`config.mk`:
```
export PLATFORM = sky130hd
export DESIGN_NAME = sysarr_drain
export DESIGN_NICKNAME = d
export VERILOG_FILES = /design/src/rtl/sysarr_pkg.sv /design/src/rtl/sysarr_drain.sv
export SDC_FILE = /design/constraint.sdc
export NUM_CORES = 1
export LEC_CHECK = 0
export CORE_MARGIN = 10
export CORE_UTILIZATION = 38
export DETAILED_ROUTE_END_ITERATION = 7
export MAX_ROUTING_LAYER = met4
export PLACE_DENSITY_LB_ADDON = 0.1
export SLEW_MARGIN = 20
export SYNTH_ARGS = -nofsm -noshare
export SYNTH_HDL_FRONTEND = slang
export SYNTH_SLANG_ARGS = --single-unit
```
`constraint.sdc`:
```
create_clock -name clock -period 1.7 [get_ports clock]
set_clock_uncertainty 0.15 [all_clocks]
set_input_delay 0.34 -clock clock [delete_from_list [all_inputs] [get_ports clock]]
set_output_delay 0.34 -clock clock [all_outputs]
set_load 0.01 [all_outputs]
```
`src/rtl/sysarr_pkg.sv`:
```
// Shared definitions for the sysarr systolic multiplier and its result-side collector.
package sysarr_pkg;

    localparam int unsigned DEF_N   = 32;
    localparam int unsigned DEF_LAT = 5;

    typedef enum logic [2:0] {
        StIdle = 3'd0,
        StWait = 3'd1,
        StCap0 = 3'd2,
        StCap1 = 3'd3,
        StCap2 = 3'd4,
        StHold = 3'd5
    } drain_state_e;

    // Wide enough to hold LAT-2, the initial WAIT count.
    function automatic int unsigned cnt_width(input int unsigned lat);
        return $clog2(lat);
    endfunction

endpackage

```
`src/rtl/sysarr_drain.sv`:
```
// De-skews the diagonal result stream of the 3x3 systolic array into a registered
// matrix and presents it with a valid/ready handshake.
module sysarr_drain
    import sysarr_pkg::*;
#(
    parameter int unsigned N   = DEF_N,
    parameter int unsigned LAT = DEF_LAT
) (
    input  logic         clock,
    input  logic         reset,
    input  logic         start,
    input  logic [N-1:0] c53,
    input  logic [N-1:0] c54,
    input  logic [N-1:0] c55,
    input  logic [N-1:0] c35,
    input  logic [N-1:0] c45,
    input  logic         out_ready,
    output logic         out_valid,
    output logic [N-1:0] d00,
    output logic [N-1:0] d01,
    output logic [N-1:0] d02,
    output logic [N-1:0] d10,
    output logic [N-1:0] d11,
    output logic [N-1:0] d12,
    output logic [N-1:0] d20,
    output logic [N-1:0] d21,
    output logic [N-1:0] d22,
    output logic         busy,
    output logic         overrun
);

    localparam int unsigned CW = cnt_width(LAT);
    // WAIT lasts LAT-1 cycles so CAP0 samples on edge E0+LAT.
    localparam logic [CW-1:0] CNT_INIT = CW'(LAT - 2);

    drain_state_e   state;
    logic [CW-1:0]  cnt;

    always_ff @(posedge clock) begin
        if (reset) begin
            state     <= StIdle;
            cnt       <= '0;
            out_valid <= 1'b0;
            busy      <= 1'b0;
            overrun   <= 1'b0;
            d00 <= '0; d01 <= '0; d02 <= '0;
            d10 <= '0; d11 <= '0; d12 <= '0;
            d20 <= '0; d21 <= '0; d22 <= '0;
        end else begin
            if (start && (state == StWait || state == StCap0 ||
                          state == StCap1 || state == StCap2)) begin
                overrun <= 1'b1;
            end
            case (state)
                StIdle: begin
                    if (start) begin
                        state <= StWait;
                        cnt   <= CNT_INIT;
                        busy  <= 1'b1;
                    end
                end
                StWait: begin
                    if (cnt == '0) begin
                        state <= StCap0;
                    end else begin
                        cnt <= cnt - 1'b1;
                    end
                end
                StCap0: begin
                    d00   <= c55;
                    d01   <= c45;
                    d02   <= c35;
                    d10   <= c54;
                    d20   <= c53;
                    state <= StCap1;
                end
                StCap1: begin
                    d11   <= c55;
                    d12   <= c45;
                    d21   <= c54;
                    state <= StCap2;
                end
                StCap2: begin
                    d22       <= c55;
                    state     <= StHold;
                    busy      <= 1'b0;
                    out_valid <= 1'b1;
                end
                StHold: begin
                    if (out_ready) begin
                        out_valid <= 1'b0;
                        if (start) begin
                            state <= StWait;
                            cnt   <= CNT_INIT;
                            busy  <= 1'b1;
                        end else begin
                            state <= StIdle;
                        end
                    end else if (start) begin
                        overrun <= 1'b1;
                    end
                end
                default: begin
                    state     <= StIdle;
                    busy      <= 1'b0;
                    out_valid <= 1'b0;
                end
            endcase
        end
    end

endmodule
```
After elaboration in Yosys (flattened, before gate mapping)
Index checks and enable logic that the tools add are counted.
{"block": "classes", "n_reduce_logical": 13, "n_shift": 0, "mux": 18, "n_bitwise": 2, "addsub": 1, "div": 0, "n_eq_ne": 9, "magnitude_cmp": 0, "multipliers": 0}
{"cell": "$mux W3", "count": 6}
{"cell": "$pmux W3 S6", "count": 1}
{"cell": "$pmux W3 S3", "count": 1}
{"cell": "$mux W1", "count": 8}
{"cell": "$eq A3 B2 Y1 const B", "count": 2}
{"cell": "$eq A3 B3 Y1 const B", "count": 2}
{"cell": "$logic_not A3 Y1", "count": 2}
{"cell": "$ne A2 B2 Y1 const B", "count": 3}
{"cell": "$pmux W1 S3", "count": 2}
{"cell": "$reduce_and A3 Y1", "count": 2}
{"cell": "$reduce_and A2 Y1", "count": 2}
{"cell": "$reduce_or A4 Y1", "count": 1}
{"cell": "$eq A3 B1 Y1 const B", "count": 1}
{"cell": "$logic_or A1 B1 Y1", "count": 3}
{"cell": "$reduce_bool A3 Y1", "count": 1}
{"cell": "$reduce_or A3 Y1", "count": 1}
{"cell": "$sub A3 B1 Y3 const B", "count": 1}
{"cell": "$ne A2 B1 Y1 const B", "count": 1}
{"cell": "$not A1 Y1", "count": 2}
{"cell": "$logic_and A1 B1 Y1", "count": 1}
{"block": "word_totals", "ff_bits": 297, "output_inout_bits": 291, "romBits": 0, "wordCells": 57, "latchBits": 0, "in_bits": 164, "mem_bits_rw": 0, "mem_count": 0}

Depth between registers and ports, before layout
Gate-level depths: netlist of the first run.
{"block": "depth", "word_depth": 9, "depth_mapped": 7, "mapped_depth_nobuf": 6}

Least setup slack after synthesis of the first run
No wires, ideal clock.
{"block": "synth_timing", "path_type": "register to register", "start": "reg state[2]", "end": "reg d10[0]", "required_time_ns": 1.418, "period_less_slack_ns": 1.589, "setup_time_ns": 0.132, "n_path_buf": 4, "t_arrival_ns": 1.307, "slack_ns": 0.111, "path_stages_with_launch": 8, "path_cell_list": "dfxtp_1 > buf_2 > or3b_1 > buf_2 > buf_6 > buf_6 > nand2_1 > a21oi_1"}
{"block": "synth_between", "elab_chain_cells": 1}
{"element": "from (decl)", "line_no": "sysarr_drain.sv:36", "text": "drain_state_e state;"}
{"element": "from (signal assigned)", "line_no": "sysarr_drain.sv:41", "text": "state <= StIdle;"}
{"element": "from (signal assigned)", "line_no": "sysarr_drain.sv:57", "text": "state <= StWait;"}
{"element": "from (signal assigned)", "line_no": "sysarr_drain.sv:64", "text": "state <= StCap0;"}
{"element": "$eq A3 B2 Y1", "line_no": "sysarr_drain.sv:54", "text": "case (state)"}
{"element": "to (signal assigned)", "line_no": "sysarr_drain.sv:47", "text": "d10 <= '0; d11 <= '0; d12 <= '0;"}
{"element": "to (signal assigned)", "line_no": "sysarr_drain.sv:73", "text": "d10 <= c54;"}
{"element": "to (decl)", "line_no": "sysarr_drain.sv:22", "text": "output logic [N-1:0] d10,"}
Every way passes these cells.
A chain may end at the register's enable or synchronous reset.

Worst setup path after layout of the first run
{"block": "layout_timing", "start": "reg d11[27]", "end": "out d11[27]"}
{"element": "from (decl)", "line_no": "sysarr_drain.sv:23", "text": "output logic [N-1:0] d11,"}
{"element": "from (signal assigned)", "line_no": "sysarr_drain.sv:47"}
{"element": "from (signal assigned)", "line_no": "sysarr_drain.sv:78", "text": "d11 <= c55;"}
No word-level cell between the ends.

==> results.tsv, run 1 <==
metric	value	unit
outcome	finished, final reports clean	
largest fanout on the critical path	2	
CTS tree	yes	
Rows	60	
CP max stage delay	0.35	ns
DR vias	10089	
yosys warns	0	
first-pass GRT wire length	57700	um
min cycle time layout	1.68	ns
storage element area	5950	sq um
Slew Viols, Final	0	
Worst-Margin Slew	0.403	ns
clk buf depth	3	
CP required	1.21	ns
most common cell after layout, fill and taps aside	nand2_1	
pre-CTS WS	-0.0920	ns
GRT Resource Usage Total	22.3	%
Leak Pwr	6.91	nW
WHS	0.0865	ns
P per Cell Area	1070	nW/um^2
fillcell total	2506	
Reg clk slew, reported paths	0.06	ns
Core Region	27000	sq um
Overflow after GRT	0	
slack of the critical path	0.0233	ns
Final HPWL DP	28500	um
Syn Nets	1481	
H-tree level count	2	
Max Clock Freq	596	MHz
Critical Path, Cell by Cell	clkdlybuf4s15_1	
port bufs	454	
CP Class	reg2out	
worst-skew pair later-pin latency	0.51	ns
die footprint	34400	sq um
#FFs+latches synth	297	
layout cells sized above 1	5.60	%
largest net degree at the start of global routing	66	
drt wl/cell	18.9	um
CP endpoint kind	output pin	
# IOs	455	
Post-route DRC	0	
Post-layout nets	1911	
CTS buffer count	34	
Total Power	17.2	mW
multi-input logic area	3930	sq um
Syn Std Cell Area	10400	sq um
Core Util, Final	60.0	%
Worst VDD drop	0.000743	V
initial antenna violation count	1	
Seq/Total Area, Yosys	57.2	%
Initial Util	38.6	%
WHS Path Cells	2	
share of the synthesized area in the top cell type	57.2	%
CP Buf/Inv Count	1	
Crit-path slowest cell	clkdlybuf4s15_1	
vias per std cell	4.78	
Final Hold Fails	0	
Distinct cells, synth	29	
setup slack, reg-to-reg	0.05	ns
HP Class	in2reg	
Worst EP arrival	1.19	ns
Num Clock Sinks	297	
Final TNS setup	0	ns
Crit. path cell count	1	
Die Wd	185	um
initial DRC count	527	
vias in the first global route	9559	
Pre-Repair DR Iteration Count	5	
Die Ht	185	um
Syn Area/Cell	7.91	sq um
area leader, netlist	dfxtp_1	
P&R area growth vs syn	55.4	%
startpoint types	flip-flop	
Slew HR	73.1	%
Final Setup Violations	0	
most used cells in the layout excluding fill and tap cells	nand2_1 (580), a21oi_1 (295), dfxtp_1 (295), dlygate4sd2_1 (267), clkdlybuf4s50_1 (162)	
Placer Congestion	0.817	
final wirelength	39900	um
number of cells on the worst reg-to-reg path	4	
root buffer cell	clkbuf_16	
CP delay by family, top	buffers and inverters	
Max Cap Viol	0	
Synth area leaders	dfxtp_1 (57%), nand2_1 (21%), a21oi_1 (14%)	
Post-Syn Instances	1315	
post-route ant nets	0	
Period Utilization, post-route	98.6	%
-- where the power goes --
part	switching, mW	leakage [nW]	internal [mW]
combinational	1.40	3.97	1.15
clock	2.80	0.538	4.37
sequential	0.176	2.40	7.34
total	4.37	6.91	12.9
-- layout make-up --
cell class / count / area share, %
Antenna cell: 1 / 0.0155
Sequential cell: 297 / 36.8
Timing Repair Buffer: 494 / 29.3
Multi-Input combinational cell: 913 / 24.3
Tap cell: 341 / 2.64
Clock inverter: 4 / 0.279
Clock buffer: 54 / 6.50
Inverter: 5 / 0.116
-- flip-flops by register name (all words and copies together) (netlist names) --
register,cells
d10,32
d12,32
cnt,3
out_valid,1
d01,32
d02,32
d00,32
d20,32
d11,32
busy,1
overrun,1
d22,32
d21,32
state,3
-- final timing paths --
path | from | end
max reg2reg | state[1] | d10[22]
min | reset | d12[26]
min reg2reg | cnt[0] | cnt[0]
max | d11[27] | d11[27]
-- per-layer routing --
layer	track usage [%]	vias to the layer above	routed length, um
met1	24.4	4589	15000
met3	9.60	60	4680
met5	-	-	0
met2	35.9	357	19100
li1	-	5083	-
met4	7.05	0	1080
-- metrics by stage --
step | cells | cell area (sq um)
final | 2109 | 16200
after global routing | 2109 | 16200
after CTS | 2105 | 16100
after detailed placement | 2047 | 15300
after global placement | 2047 | 15300
after floorplan | 1315 | 10400
-- Yosys cell counts --
| cell type | number |
|---|---|
| a21o_1 | 1 |
| a21oi_1 | 295 |
| a32o_1 | 1 |
| buf_1 | 2 |
| nand3_1 | 1 |
| a221oi_2 | 1 |
| or2_1 | 1 |
| and2_1 | 2 |
| clkbuf_1 | 59 |
| a221oi_1 | 1 |
| nor3b_1 | 1 |
| o21bai_1 | 1 |
| ha_1 | 2 |
| nor4b_1 | 1 |
| nor3_1 | 1 |
| nor2_2 | 1 |
| nor2b_1 | 3 |
| nor3b_2 | 1 |
| buf_2 | 17 |
| buf_4 | 11 |
| nand2_1 | 580 |
| nor2_1 | 6 |
| or3b_1 | 1 |
| buf_6 | 11 |
| nand2b_1 | 3 |
| a211oi_1 | 3 |
| o21ai_0 | 6 |
| dfxtp_1 | 297 |
| inv_1 | 5 |
-- what timing repair did --
action | 4_1_cts | 5_1_grt
resized for setup | 297 | 28
setup buffers | 0 | 2
gates cloned | 0 | 1
pin swaps | 0 | 2
endpoints found under the setup margin | 291 | 140
hold buffers | 0 | 0
-- kinds of logic after synthesis --
kind of cell / after synthesis / share of synthesized area (%)
AO/OA/AOI/OAI: 309 / 15.2
AND/OR/NAND/NOR: 602 / 22.2
adder cells (fa/ha/maj): 2 / 0.241
buffers and inverters: 105 / 5.19
flip-flops: 297 / 57.2
(Power assumes the default switching activity.)
==> inputs of run 2 (changes only) <==
- PLACE_DENSITY: unset -> 0.76
- PLACE_DENSITY_LB_ADDON: 0.1 -> unset
- SLEW_MARGIN: 20 -> 10
- TNS_END_PERCENT: unset -> 100
==> run 2 against run 1 <==
Effect of this change: cell count down 0.33%; clock power down 11%; count of clock-buffer cells in the layout down 8; register-to-register slack better by 0.05 ns; sequential power about the same; maximum frequency up 0.62%; total power down 4.2%; core utilization down 0.70 points; sequential share of layout area up 0.45 points; die area unchanged; non-clock buffer count down 2.
==> results.tsv, run 2 (synthesis gave the netlist of run 1 again) <==
metric	value	unit	change
outcome	finished, final reports clean		unchanged
Slew HR	73.5	%	was 73.1%
# IOs	455		unchanged
Die Wd	185	um	unchanged
initial antenna violation count	0		was 1
CP Buf/Inv Count	1		unchanged
Final Setup Violations	0		unchanged
Worst-Margin Slew	0.397	ns	was 0.403 ns
Overflow after GRT	0		unchanged
Max Cap Viol	0		unchanged
Reg clk slew, reported paths	0.06	ns	about the same
CP Class	reg2out		unchanged
Num Clock Sinks	297		unchanged
Rows	60		unchanged
Post-route DRC	0		unchanged
startpoint types	flip-flop		unchanged
die footprint	34400	sq um	unchanged
Worst EP arrival	1.18	ns	was 1.19 ns
initial DRC count	589		was 527
worst-skew pair later-pin latency	0.54	ns	was 0.51 ns
Critical Path, Cell by Cell	dlygate4sd2_1		was clkdlybuf4s15_1
Worst VDD drop	0.000748	V	was 0.000743 V
most used cells in the layout excluding fill and tap cells	nand2_1 (580), a21oi_1 (295), dfxtp_1 (293), clkdlybuf4s50_1 (162), dlygate4sd2_1 (148)		was nand2_1 (580), a21oi_1 (295), dfxtp_1 (295), dlygate4sd2_1 (267), clkdlybuf4s50_1 (162)
CP required	1.21	ns	about the same
Leak Pwr	6.41	nW	was 6.91 nW
CP delay by family, top	flip-flops		was buffers and inverters
Placer Congestion	0.821		was 0.817
layout cells sized above 1	8.01	%	was 5.60%
Max Clock Freq	600	MHz	was 596 MHz
GRT Resource Usage Total	21.8	%	was 22.3%
Core Region	27000	sq um	unchanged
most common cell after layout, fill and taps aside	nand2_1		unchanged
H-tree level count	1		was 2
Die Ht	185	um	unchanged
min cycle time layout	1.67	ns	was 1.68 ns
vias in the first global route	9851		was 9559
final instance area	16000	sq um	was 16200 sq um
clk buf depth	3		unchanged
final wirelength	39100	um	was 39900 um
CTS tree	yes		unchanged
Post-layout nets	1906		was 1911
vias per std cell	4.88		was 4.78
WHS	0.114	ns	was 0.0865 ns
root buffer cell	clkbuf_16		unchanged
DR vias	10267		was 10089
Slew Viols, Final	0		unchanged
drt wl/cell	18.6	um	was 18.9 um
Crit-path slowest cell	dfxtp_1		was clkdlybuf4s15_1
CP max stage delay	0.33	ns	was 0.35 ns
fillcell total	2432		was 2506
CP endpoint kind	output pin		unchanged
HP Class	in2reg		unchanged
Period Utilization, post-route	98.0	%	was 98.6%
port bufs	454		unchanged
largest fanout on the critical path	2		unchanged
post-route ant nets	0		unchanged
P per Cell Area	1030	nW/um^2	was 1070 nW/um^2
Hold Buf Count CTS	0		unchanged
Initial Util	38.6	%	unchanged
first-pass GRT wire length	57600	um	was 57700 um
largest net degree at the start of global routing	67		was 66
Cell Area, Placed	15300	sq um	about the same
CTS buffer count	30		was 34
Final Hold Fails	0		unchanged
Final HPWL DP	28300	um	was 28500 um
P&R area growth vs syn	53.6	%	was 55.4%
Pre-Repair DR Iteration Count	5		unchanged
Total Power	16.5	mW	was 17.2 mW
[run 2: cell count changes in the layout (fill, tap and decap cells not counted), moves of 3 or more]
cell,change
clkdlybuf4s15_1,+76
buf_6,-3
clkbuf_2,+36
clkbuf_1,-3
clkbuf_16,-7
clkdlybuf4s15_2,+6
dlygate4sd2_1,-119
[run 2: final cells by class]
type | instances | area, sq um | area share [%]
Clock inverter | 6 | 55.1 | 0.345
Sequential cell | 297 | 5950 | 37.3
Inverter | 5 | 18.8 | 0.118
Tap cell | 341 | 427 | 2.67
Antenna cell | 1 | 2.50 | 0.0157
Timing Repair Buffer | 492 | 4670 | 29.2
Clock buffer | 46 | 902 | 5.65
Multi-Input combinational cell | 914 | 3950 | 24.7
[run 2: worst paths after layout]
kind,slack [ns],endpoint,cells past startpoint,start
worst max-delay path,0.03,d12[26],1,d12[26]
worst min-delay path,0.11,d12[23],2,reset
worst max register to register,0.10,d02[31],5,state[1]
worst min register to register,0.30,d11[2],2,d11[2]
[run 2: per-stage QoR]
stage               instances  setup slack (ns)  utilization, %  setup TNS [ns]
floorplan                1315             0.111               -               0
detailed placement       2047            -0.210            56.9          -0.513
global placement         2047            -0.120            56.9          -0.299
CTS                      2099           0.00102            59.4               0
global route             2101      -0.000000666            59.3               0
finish                   2102            0.0337            59.3               0
[run 2: metal layers]
layer	vias up	track usage, %	routed length, um
met3	57	8.76	4720
met5	-	-	0
li1	5067	-	-
met4	0	5.66	942
met1	4751	23.6	14200
met2	392	36.5	19300
[run 2: what timing repair did]
| action | in CTS | in global routing |
|---|---|---|
| setup endpoints to repair | 292 | 152 |
| pin swaps | 0 | 4 |
| resized for setup | 337 | 151 |
| endpoints found under the hold margin | 0 | 0 |
| setup buffers | 0 | 1 |
| cloned | 0 | 1 |
[run 2: where the power goes]
part	switching (mW)	total (mW)	internal, mW
Combinational	1.41	2.57	1.16
Clock	2.64	6.41	3.76
Sequential	0.195	7.54	7.34
Total	4.24	16.5	12.3
==> inputs of run 3 (changes only) <==
- REMOVE_ABC_BUFFERS: unset -> 1
- clock period: 1.7 -> 1.4 ns (I/O delays scaled with it)
==> run 3 against run 2 <==
Effect of this change: the run now ends with setup timing left; combinational power grew 82%; register-to-register slack got worse by 0.40 ns; non-clock buffer count up 70; cell count increased by 3.6%; worst setup slack worse by 0.33 ns; first-iteration DRC count grew 24%; sequential power is 23% higher; total power increased by 39%; sequential cell count unchanged; via count up 11%; cell area is 19% higher; critical endpoint is now d02[19]; largest power group unchanged.
==> results.tsv, run 3 (synthesis gave the netlist of run 1 again) <==
metric	value	unit	change
layout cells sized above 1	49.7	%	was 8.01%
Post-route DRC	0		unchanged
vias per std cell	5.24		was 4.88
most used cells in the layout excluding fill and tap cells	nand2_1 (501), dfxtp_2 (267), buf_6 (231), a21oi_1 (199), clkdlybuf4s50_1 (162)		was nand2_1 (580), a21oi_1 (295), dfxtp_1 (293), clkdlybuf4s50_1 (162), dlygate4sd2_1 (148)
pre-CTS WS	-0.380	ns	was -0.210 ns
Final HPWL DP	29100	um	was 28300 um
clk buf depth	3		unchanged
CP endpoint kind	flip-flop		was output pin
Period Utilization, post-route	121	%	
Core Region	27000	sq um	unchanged
GRT Resource Usage Total	23.6	%	was 21.8%
Slew Viols, Final	0		unchanged
most common cell after layout, fill and taps aside	nand2_1		unchanged
Final TNS setup	-46.65	ns	was 0 ns
min cycle time layout	1.70	ns	
Max Cap Viol	0		unchanged
Num Clock Sinks	297		unchanged
CP required	1.67	ns	was 1.21 ns
final instance area	18900	sq um	was 16000 sq um
Worst VDD drop	0.000908	V	was 0.000748 V
Cell Area, Placed	15600	sq um	was 15300 sq um
Final Non-Filler Cells	2177		was 2102
port bufs	454		unchanged
Max Clock Freq	590	MHz	
slack of the critical path	-0.296	ns	was 0.0337 ns
outcome	finished, violations left		was finished, final reports clean
# IOs	455		unchanged
largest fanout on the critical path	7		was 2
RSZ-0062 raised after global routing	true		
P per Cell Area	1210	nW/um^2	was 1030 nW/um^2
Worst-Margin Slew	0.441	ns	was 0.397 ns
root buffer cell	clkbuf_16		unchanged
Pre-Repair DR Iteration Count	7		was 5
Die Wd	185	um	unchanged
vias in the first global route	10920		was 9851
DR vias	11401		was 10267
CTS buffer count	34		was 30
Worst EP arrival	1.96	ns	was 1.18 ns
met1 usage	23.7	%	was 23.6%
Initial Util	38.6	%	unchanged
post-route ant nets	0		unchanged
Die Ht	185	um	unchanged
Final Hold Fails	0		unchanged
P&R area growth vs syn	82.2	%	was 53.6%
Crit-path slowest cell	dfxtp_4		was dfxtp_1
GRT busiest layer	met2		unchanged
Post-layout nets	1981		was 1906
CP max stage delay	0.36	ns	was 0.33 ns
Leak Pwr	7.52	nW	was 6.41 nW
final wirelength	49100	um	was 39100 um
H-tree level count	2		was 1
failing checks	setup timing		
Critical Path, Cell by Cell	buf_6, nor3b_4, buf_12, buf_16, clkbuf_16, nand2_1, a21oi_1		was dlygate4sd2_1
largest net degree at the start of global routing	86		was 67
Slew HR	70.6	%	was 73.5%
Placer Congestion	0.850		was 0.821
M3 GR Usage	8.78	%	was 8.76%
CTS tree	yes		unchanged
CP Class	reg2reg		was reg2out
Overflow after GRT	0		unchanged
drt wl/cell	22.6	um	was 18.6 um
die footprint	34400	sq um	unchanged
Placed Cells	2065		was 2047
startpoint types	flip-flop		unchanged
Reg clk slew, reported paths	0.06	ns	about the same
Final Setup Violations	303		was 0
first-pass GRT wire length	61700	um	was 57600 um
initial DRC count	730		was 589
HP Class	in2reg		unchanged
worst-skew pair later-pin latency	0.50	ns	was 0.54 ns
Rows	60		unchanged
initial antenna violation count	2		was 0
met2 usage	39.8	%	was 36.5%
run 3: changes by cell type in the layout (fill, tap and decap cells not counted), sizes merged:
cell           previous run  this run
buf                      39       373
bufinv                    1         2
clkbuf                   85        75
clkdlybuf4s15           104         0
clkinv                    5         3
clkinvlp                  0         1
diode                     1         2
dlygate4sd2             148         0
dlygate4sd3               0         1
or2                       1         3
or3b                      2         1
run 3: what timing repair did:
action	in CTS	in global routing
pin swaps	7	81
gates cloned	3	35
hold buffers	1	0
endpoints found under the setup margin	585	517
endpoints found under the hold margin	10	0
gates resized for setup	1763	250
setup buffers	6	10
run 3: layer usage:
layer	part of all wire, %	vias up
li1	-	5253
met1	35	5423
met2	49	580
met3	10	145
met4	5.2	0
met5	0	-
run 3: report_power, final:
| group | switching [mW] | internal, mW |
|---|---|---|
| logic | 2.32 | 2.37 |
| clock network | 3.43 | 5.46 |
| registers | 0.316 | 8.99 |
| total | 6.07 | 16.8 |
run 3: path summary, 6_finish.rpt:
path	cells past startpoint	from	to	slack, ns
setup reg to reg	7	state[0]	d02[19]	-0.30
hold / removal	3	c53[9]	d20[9]	0.17
setup / recovery	7	state[0]	d02[19]	-0.30
hold reg to reg	2	d01[1]	d01[1]	0.30
run 3: area by class of cell:
cell class / count / area, sq um
Antenna cell: 2 / 5.00
Clock buffer: 49 / 1030
Clock inverter: 6 / 86.3
Fill cell: 1884 / 8010
Inverter: 5 / 18.8
Multi-Input combinational cell: 915 / 4780
Sequential cell: 297 / 6290
Tap cell: 341 / 427
Timing Repair Buffer: 562 / 6300
run 3: critical path, delay by kind of cell (launching register included):
family                 cells  cell delay, ns
AND/OR/NAND/NOR            2            0.30
flip-flops                 1            0.36
buffers and inverters      4            0.63
AO/OA/AOI/OAI              1            0.16
run 3: metrics by stage:
stage                     util (%)  power [mW]  hold WS, ns
after CTS                     63.9        22.0        0.155
after global placement        57.7        12.8        0.288
after floorplan                  -        10.5        0.199
after detailed placement      57.7        12.8        0.292
after global routing          70.3        23.7        0.169
final                         70.3        22.9        0.171
